===== src/rtl/tl_a_client_arbiter.sv =====
// Two-client TileLink-UL A/D arbiter: round-robin A grants with beat locking,
// per-client in-flight limits, source tagging and tag-routed D responses.
module tl_a_client_arbiter #(
  parameter int unsigned MAX_INFLIGHT = 4,
  parameter int unsigned CNT_W        = 4
) (
  input  logic        clock,
  input  logic        reset,
  input  logic        in0_a_valid,
  output logic        in0_a_ready,
  input  logic [2:0]  in0_a_bits_opcode,
  input  logic [2:0]  in0_a_bits_param,
  input  logic [1:0]  in0_a_bits_size,
  input  logic [8:0]  in0_a_bits_source,
  input  logic [31:0] in0_a_bits_address,
  input  logic [7:0]  in0_a_bits_mask,
  input  logic [63:0] in0_a_bits_data,
  input  logic        in1_a_valid,
  output logic        in1_a_ready,
  input  logic [2:0]  in1_a_bits_opcode,
  input  logic [2:0]  in1_a_bits_param,
  input  logic [1:0]  in1_a_bits_size,
  input  logic [8:0]  in1_a_bits_source,
  input  logic [31:0] in1_a_bits_address,
  input  logic [7:0]  in1_a_bits_mask,
  input  logic [63:0] in1_a_bits_data,
  input  logic        in0_d_ready,
  output logic        in0_d_valid,
  output logic [2:0]  in0_d_bits_opcode,
  output logic [1:0]  in0_d_bits_param,
  output logic [1:0]  in0_d_bits_size,
  output logic [8:0]  in0_d_bits_source,
  output logic        in0_d_bits_sink,
  output logic        in0_d_bits_denied,
  output logic [63:0] in0_d_bits_data,
  output logic        in0_d_bits_corrupt,
  input  logic        in1_d_ready,
  output logic        in1_d_valid,
  output logic [2:0]  in1_d_bits_opcode,
  output logic [1:0]  in1_d_bits_param,
  output logic [1:0]  in1_d_bits_size,
  output logic [8:0]  in1_d_bits_source,
  output logic        in1_d_bits_sink,
  output logic        in1_d_bits_denied,
  output logic [63:0] in1_d_bits_data,
  output logic        in1_d_bits_corrupt,
  input  logic        out_a_ready,
  output logic        out_a_valid,
  output logic [2:0]  out_a_bits_opcode,
  output logic [2:0]  out_a_bits_param,
  output logic [1:0]  out_a_bits_size,
  output logic [9:0]  out_a_bits_source,
  output logic [31:0] out_a_bits_address,
  output logic [7:0]  out_a_bits_mask,
  output logic [63:0] out_a_bits_data,
  output logic        out_a_bits_corrupt,
  input  logic        out_d_valid,
  output logic        out_d_ready,
  input  logic [2:0]  out_d_bits_opcode,
  input  logic [1:0]  out_d_bits_param,
  input  logic [1:0]  out_d_bits_size,
  input  logic [9:0]  out_d_bits_source,
  input  logic        out_d_bits_sink,
  input  logic        out_d_bits_denied,
  input  logic [63:0] out_d_bits_data,
  input  logic        out_d_bits_corrupt,
  input  logic        drain,
  output logic        idle,
  output logic        err_unexpected_d
);

  localparam logic [CNT_W-1:0] MAX_CNT = CNT_W'(MAX_INFLIGHT);

  logic             rr_ptr, locked, lock_idx, err_q;
  logic [CNT_W-1:0] inflight0, inflight1;
  logic             elig0, elig1, gnt, elig_gnt, a_fire;
  logic             a_fire0, a_fire1, d_fire0, d_fire1, tgt;

  // A locked grant keeps its beat eligible even while drain is high.
  assign elig0 = in0_a_valid & (inflight0 < MAX_CNT) & (~drain | (locked & ~lock_idx));
  assign elig1 = in1_a_valid & (inflight1 < MAX_CNT) & (~drain | (locked &  lock_idx));

  always_comb begin
    gnt = 1'b0;
    if (locked)              gnt = lock_idx;
    else if (elig0 && elig1) gnt = rr_ptr;
    else if (elig1)          gnt = 1'b1;
  end

  assign elig_gnt = gnt ? elig1 : elig0;

  // Handshake outputs are gated by reset so nothing is offered while held in reset.
  assign out_a_valid = reset & elig_gnt;
  assign in0_a_ready = reset & out_a_ready & ~gnt & elig0;
  assign in1_a_ready = reset & out_a_ready &  gnt & elig1;
  assign a_fire      = out_a_valid & out_a_ready;
  assign a_fire0     = in0_a_valid & in0_a_ready;
  assign a_fire1     = in1_a_valid & in1_a_ready;

  assign out_a_bits_opcode  = gnt ? in1_a_bits_opcode  : in0_a_bits_opcode;
  assign out_a_bits_param   = gnt ? in1_a_bits_param   : in0_a_bits_param;
  assign out_a_bits_size    = gnt ? in1_a_bits_size    : in0_a_bits_size;
  assign out_a_bits_source  = {gnt, (gnt ? in1_a_bits_source : in0_a_bits_source)};
  assign out_a_bits_address = gnt ? in1_a_bits_address : in0_a_bits_address;
  assign out_a_bits_mask    = gnt ? in1_a_bits_mask    : in0_a_bits_mask;
  assign out_a_bits_data    = gnt ? in1_a_bits_data    : in0_a_bits_data;
  assign out_a_bits_corrupt = 1'b0;

  // D responses are steered by the client tag in the top source bit.
  assign tgt         = out_d_bits_source[9];
  assign in0_d_valid = out_d_valid & ~tgt;
  assign in1_d_valid = out_d_valid &  tgt;
  assign out_d_ready = tgt ? in1_d_ready : in0_d_ready;
  assign d_fire0     = in0_d_valid & in0_d_ready;
  assign d_fire1     = in1_d_valid & in1_d_ready;

  assign in0_d_bits_opcode  = out_d_bits_opcode;
  assign in0_d_bits_param   = out_d_bits_param;
  assign in0_d_bits_size    = out_d_bits_size;
  assign in0_d_bits_source  = out_d_bits_source[8:0];
  assign in0_d_bits_sink    = out_d_bits_sink;
  assign in0_d_bits_denied  = out_d_bits_denied;
  assign in0_d_bits_data    = out_d_bits_data;
  assign in0_d_bits_corrupt = out_d_bits_corrupt;
  assign in1_d_bits_opcode  = out_d_bits_opcode;
  assign in1_d_bits_param   = out_d_bits_param;
  assign in1_d_bits_size    = out_d_bits_size;
  assign in1_d_bits_source  = out_d_bits_source[8:0];
  assign in1_d_bits_sink    = out_d_bits_sink;
  assign in1_d_bits_denied  = out_d_bits_denied;
  assign in1_d_bits_data    = out_d_bits_data;
  assign in1_d_bits_corrupt = out_d_bits_corrupt;

  function automatic logic [CNT_W-1:0] next_cnt(input logic [CNT_W-1:0] cnt,
                                                input logic inc, input logic dec);
    logic [CNT_W-1:0] nxt;
    nxt = cnt;
    if (inc && !dec)                          nxt = cnt + 1'b1;
    else if (dec && !inc && cnt != '0)        nxt = cnt - 1'b1;
    return nxt;
  endfunction

  // NOTE: state registers use non-blocking assignments so every flop samples
  // the pre-edge values of its peers; blocking here would create ordering races.
  always_ff @(posedge clock or negedge reset) begin
    if (!reset) begin
      rr_ptr    <= 1'b0;
      locked    <= 1'b0;
      lock_idx  <= 1'b0;
      inflight0 <= '0;
      inflight1 <= '0;
      err_q     <= 1'b0;
    end else begin
      if (a_fire) begin
        rr_ptr <= ~gnt;
        locked <= 1'b0;
      end else if (out_a_valid) begin
        locked   <= 1'b1;
        lock_idx <= gnt;
      end
      inflight0 <= next_cnt(inflight0, a_fire0, d_fire0);
      inflight1 <= next_cnt(inflight1, a_fire1, d_fire1);
      if ((d_fire0 && inflight0 == '0) || (d_fire1 && inflight1 == '0)) err_q <= 1'b1;
    end
  end

  assign idle             = ~locked & (inflight0 == '0) & (inflight1 == '0);
  assign err_unexpected_d = err_q;

endmodule


===== config.mk =====
export PLATFORM = sky130hd
export DESIGN_NAME = tl_a_client_arbiter
export DESIGN_NICKNAME = d
export VERILOG_FILES = /design/src/rtl/tl_a_client_arbiter.sv
export SDC_FILE = /design/constraint.sdc
export NUM_CORES = 1
export LEC_CHECK = 0
export CORE_AREA = 2 2 244 246
export DETAILED_ROUTE_END_ITERATION = 16
export DIE_AREA = 0 0 246 248
export GPL_TIMING_DRIVEN = 0
export SYNTH_ARGS = -nofsm -noshare
export SYNTH_HDL_FRONTEND = slang
export SYNTH_SLANG_ARGS = --single-unit
export TNS_END_PERCENT = 100

===== constraint.sdc =====
create_clock -name clock -period 3.26 [get_ports clock]
set_clock_uncertainty 0.2 [all_clocks]
set_input_delay 0.815 -clock clock [delete_from_list [all_inputs] [get_ports clock]]
set_output_delay 0.815 -clock clock [all_outputs]
set_load 0.02 [all_outputs]

# --- Yosys cells after proc, flatten, opt, wreduce, memory -nomap -nowiden ---
# Index checks and enable logic that the tools add are counted.
word_totals:
  register_bits: 12
classes:
  magnitude_cmp: 2
  bitwise_logic: 29
  n_mux: 18
  n_reduce_logical: 22
  n_addsub: 4
op_table:
  columns: ["op", "count"]
  rows:
  - ["2-to-1 mux 64 bit", 1]
  - ["2-to-1 mux 32 bit", 1]
  - ["bitwise AND 1 bit", 21]
  - ["2-to-1 mux 4 bit", 4]
  - ["logical AND 1 bit", 9]
  - ["2-to-1 mux 9 bit", 1]
  - ["adder 4 x 1 -> 4 bit, second input constant", 2]
  - ["logical NOT 4 bit", 2]
  - ["less-than comparator 4 x 3 -> 1 bit, second input constant", 2]
  - ["2-to-1 mux 8 bit", 1]
  - ["nonzero test 4 bit", 2]
  - ["subtractor 4 x 1 -> 4 bit, second input constant", 2]
  - ["2-to-1 mux 1 bit", 7]
  - ["2-to-1 mux 3 bit", 2]
  - ["NOT 1 bit", 6]
  - ["nonzero test 2 bit", 3]
  - ["logical NOT 1 bit", 4]
  - ["2-to-1 mux 2 bit", 1]
  - ["OR 1 bit", 2]
  - ["AND reduction 2 bit", 1]
  - ["logical OR 1 bit", 1]

# --- Depth between registers and ports, before layout ---
logic_depth:
  depth_word: 16
  depth_mapped: 10
  mapped_depth_nobuf: 10

# --- Worst setup path after synthesis ---
# OpenSTA, ideal clock, no wires.
synth_path:
  path_kind: "input-to-reg"
  start: "in in1_a_valid"
  end: "reg inflight0[3]"
  slack_ps: -33
  cell_stages: 10
  setup_time_ps: 126
  t_arrival_ps: 2966
  t_required_ps: 2934
  path_buffers: 0
  path_cell_list: "or3b_1 nor3_1 a2111o_1 inv_1 nand2_1 ha_1 a21o_1 a21oi_1 nand3_1 a221o_2"
synth_via:
  elab_chain_cells: 13
  word_cells_on_any_way: 16
  classes_between: "mux (4); bitwise (6); reduce/logical (6)"
synth_rtl:
  columns: ["item", "line", "rtl"]
  rows:
  - ["start: declaration", "18", "input logic in1_a_valid,"]
  - ["bitwise AND 1 bit (*) (2 in series)", "81", "assign elig1 = in1_a_valid & (inflight1 < MAX_CNT) & (~drain | (locked & lock_idx));"]
  - ["2-to-1 mux 1 bit / logical AND 1 bit (equally long branches)", "87, 86", null]
  - ["2-to-1 mux 1 bit (*)", "86", "else if (elig0 && elig1) gnt = rr_ptr;"]
  - ["2-to-1 mux 1 bit (*)", "85", "if (locked) gnt = lock_idx;"]
  - ["NOT 1 bit (*)", "94", "assign in0_a_ready = reset & out_a_ready & ~gnt & elig0;"]
  - ["bitwise AND 1 bit (*) (2 in series)", "94", null]
  - ["via in0_a_ready", "10", "output logic in0_a_ready,"]
  - ["bitwise AND 1 bit (*)", "97", "assign a_fire0 = in0_a_valid & in0_a_ready;"]
  - ["logical NOT 1 bit", "139", "else if (dec && !inc && cnt != '0) nxt = cnt - 1'b1;"]
  - ["logical AND 1 bit (2 in series)", "139", null]
  - ["nonzero test 2 bit (no line)", null, null]
  - ["end signal: assignment", "161", "inflight0 <= next_cnt(inflight0, a_fire0, d_fire0);"]
  - ["end: declaration", "75", "logic [CNT_W-1:0] inflight0, inflight1;"]
# The timed path passes the listed nets; every way through them passes the cells marked *.
# A chain may end at the register's enable or synchronous reset.

# --- Worst setup path after layout ---
layout_path:
  start: "in in1_a_valid"
  end: "out out_a_bits_data[59]"
layout_via:
  elab_chain_cells: 6
  word_cells_on_any_way: 7
  classes_between: "mux (4); bitwise (2); reduce/logical (1)"
layout_rtl:
  columns: ["item", "line", "rtl"]
  rows:
  - ["bitwise AND 1 bit (*) (2 in series)", "81", null]
  - ["2-to-1 mux 1 bit / logical AND 1 bit (equally long branches)", "87, 86", null]
  - ["2-to-1 mux 1 bit (*)", "86", null]
  - ["2-to-1 mux 1 bit (*)", "85", null]
  - ["2-to-1 mux 64 bit (*)", "106", "assign out_a_bits_data = gnt ? in1_a_bits_data : in0_a_bits_data;"]
  - ["end: declaration", "55", "output logic [63:0] out_a_bits_data,"]
# Mark *: on every way between the ends. The rest lies on a longest branch, timed or not.

==> results_dict.tcl <==
set metrics [dict create \
    netlist_area_um2 3670 \
    clkTransAtPathRegs_ns 0.05 \
    cts_tree "yes" \
    fin_cells 1749 \
    crit_type "in2out" \
    initial_core_util_pct 6.277 \
    cts.sinks 12 \
    fill_cells 6491 \
    grt_max_degree 18 \
    grt_pass1_wl_um 29930 \
    ys_seq_area_share_pct 8.183 \
    grt_pass1_vias 4948 \
    p_sw_share_pct 42.24 \
    yosysUniqueCellTypes 42 \
    placed_cell_area_um2 10110 \
    final_cell_mix "417 x clkdlybuf4s50_1, 178 x buf_4, 80 x buf_6" \
    p_int_mw 3.351 \
    dieArea_um2 61010 \
    rsz0062_at_grt "yes" \
    crit_fanout 8 \
    setup_viol 103 \
    power_leakage_nw 4.721 \
    p_per_area_nw_per_um2 533.1 \
    dp_slack_ns -1.256 \
    arrival_ns 2.39 \
    clock_path_buffers 2 \
    synth-seq-cells 12 \
    io_pins 632 \
    worstPathRequired_ns 2.24 \
    fmax_ghz 0.2941 \
    netlist_instances 405 \
    design_area_um2 10880 \
    power_frac_clock_pct 4.4 \
    ys_warn_count 0 \
    coreArea_um2 58460 \
    peakVddDrop_mv 0.3401 \
    start_kind "primary input" \
    die_width_um 246 \
    reg2reg_to "inflight1[3]$_DFFE_PN0P_" \
    status "finished with violations" \
    finalWorstSetupSlack_ns -0.1402 \
    place_congestion 0.7747 \
    synth_edf_count 0 \
    seqPwrFrac_pct 5.6 \
    drv_cap 0 \
    layout_commonest_cell "clkdlybuf4s50_1" \
    numPortBuffers 547 \
    p_switching_mw 2.451 \
    die_h_um 248 \
    r2r_start "rr_ptr$_DFFE_PN0P_" \
    hold_class "in2async" \
    clkLatencyLatePin_ns 0.24 \
    place_inst 1725 \
    grt-ovfl-total 0 \
    vias 4965 \
    r2r_slack_ns 0.33 \
    finish.utilization_pct 18.62 \
    final_layout_size_suffix_gt1_share_pct 46.15 \
    drt_pre_antenna_iters 5 \
    dp.final_hpwl_um 19950 \
    final_max_slew_viol_count 0 \
    hold_viol 0 \
    violations "negative setup slack" \
    htreeDepth 1 \
    period_minus_slack_ns 3.400 \
    end_kind "output pin" \
    postCtsHoldBufs 0 \
    fin_hold_ws_ns 0.2278 \
    reg2reg_depth 9 \
    nNetsFinal 1317 \
    synthArstFlopShare_pct 100.0 \
    ys.flop_type "dfrtp_1" \
    rows 89 \
    drc 0 \
    syn_nets 746 \
    min_period_over_period_pct 104.3 \
    totalWireLength_um 23460 \
    drt_iter0_markers 71 \
    power_frac_comb_pct 90.0 \
    syn_avg_cell_area_um2 9.061 \
    area_growth_pct 196.6 \
    cts-buffers-inserted 3 \
    grt_util_all_layers_pct 6.513 \
    wl_per_cell_um 13.41 \
    avgViaCountPerCell 2.839 \
    cts_root_buf "clkbuf_16" \
    antenna_found_initial 2 \
    ant_nets 0 \
]
-- synth_stat cells (2+ instances only) --
cell type | n | area, um2
a31oi_1 | 3 | 18.77
inv_1 | 10 | 37.54
dfrtp_1 | 12 | 300.3
xnor2_1 | 4 | 35.03
o21ai_0 | 4 | 20.02
mux2_1 | 16 | 180.2
and2_1 | 2 | 12.51
nand2_1 | 13 | 48.80
mux2i_1 | 3 | 30.03
buf_4 | 168 | 1261
nor3b_1 | 2 | 15.01
buf_6 | 8 | 90.09
buf_2 | 6 | 30.03
mux2_2 | 106 | 1194
nor2_1 | 7 | 26.28
ha_1 | 4 | 50.05
a21o_1 | 2 | 15.01
a21oi_1 | 5 | 25.02
fa_1 | 2 | 40.04
nor3_1 | 4 | 20.02
o22ai_1 | 3 | 18.77
-- through the flow --
step                setup TNS, ns  total power, mW
finish                     -4.768            5.802
global route               -13.00            6.132
CTS                        -14.52            6.122
detailed placement        -135.13            4.636
global placement          -130.25            4.616
floorplan                       0            2.709
-- cell families after synthesis --
| group | after synthesis | synth area share (%) |
|---|---|---|
| buffers and inverters | 192 | 38.66 |
| multiplexers | 126 | 38.66 |
| AND/OR/NAND/NOR | 39 | 6.035 |
| AO/OA/AOI/OAI | 25 | 4.944 |
| flip-flops | 12 | 8.183 |
| adder cells (fa/ha/maj) | 6 | 2.455 |
| XOR/XNOR | 4 | 0.9546 |
| other | 1 | 0.1022 |
-- routing by layer --
layer | wire [um] | global-route usage [%] | part of all wire [%] | vias up
met4 | 413 | 1.426 | 1.8 | 0
li1 | - | - | - | 2360
met3 | 1889 | 1.060 | 8.1 | 17
met5 | 0 | 0 | 0 | -
met1 | 7907 | 6.917 | 34 | 2267
met2 | 13250 | 13.20 | 56 | 321
-- area by class of cell --
class                      count  area, um2  share of cell area, %
timing repair buffer         568       5767                  52.98
multi-input combinational    201       2237                  20.55
sequential                    12      301.5                  2.770
buffer                       180       1478                  13.58
inverter                      10      42.54                 0.3908
clock buffer                   4      88.84                 0.8162
antenna                        1      2.502                0.02299
tap                          773      967.2                  8.886
-- flip-flops by register name (all words and copies together), names as in the netlist --
name              flops
inflight1             4
inflight0             4
locked                1
rr_ptr                1
lock_idx              1
err_unexpected_d      1
-- worst max path at each step --
stage,end,start
3_5_place_dp,out_a_bits_data[45],in0_a_valid
3_3_place_gp,out_a_bits_data[45],in0_a_valid
5_1_grt,out_a_bits_data[57],in1_a_valid
6_report,out_a_bits_data[59],in1_a_valid
2_1_floorplan,inflight1[3]$_DFFE_PN0P_,in1_a_valid
4_1_cts,out_a_bits_data[12],drain
-- worst max-delay path, cell delays in order --
cell	delay, ns
buf_6	0.07
nor3b_4	0.19
nand2_2	0.08
o21a_1	0.22
buf_12	0.16
buf_16	0.16
buf_12	0.14
buf_6	0.11
mux2_4	0.29
buf_6	0.13
-- repair_timing --
action | 4_1_cts | 5_1_grt
gates resized for setup | 679 | 41
pin swaps | 5 | 3
gates cloned | 9 | 0
setup buffers | 16 | 3
setup endpoints to repair | 131 | 124
-- power groups by stage --
stage	Clock, mW	Combinational (mW)	Sequential [mW]
after global placement	0	4.30	0.314
after detailed placement	0	4.32	0.319
final	0.257	5.22	0.324
after global routing	0.269	5.53	0.337
after floorplan	0	2.41	0.302
after CTS	0.261	5.54	0.322
(Power assumes the default switching activity.)
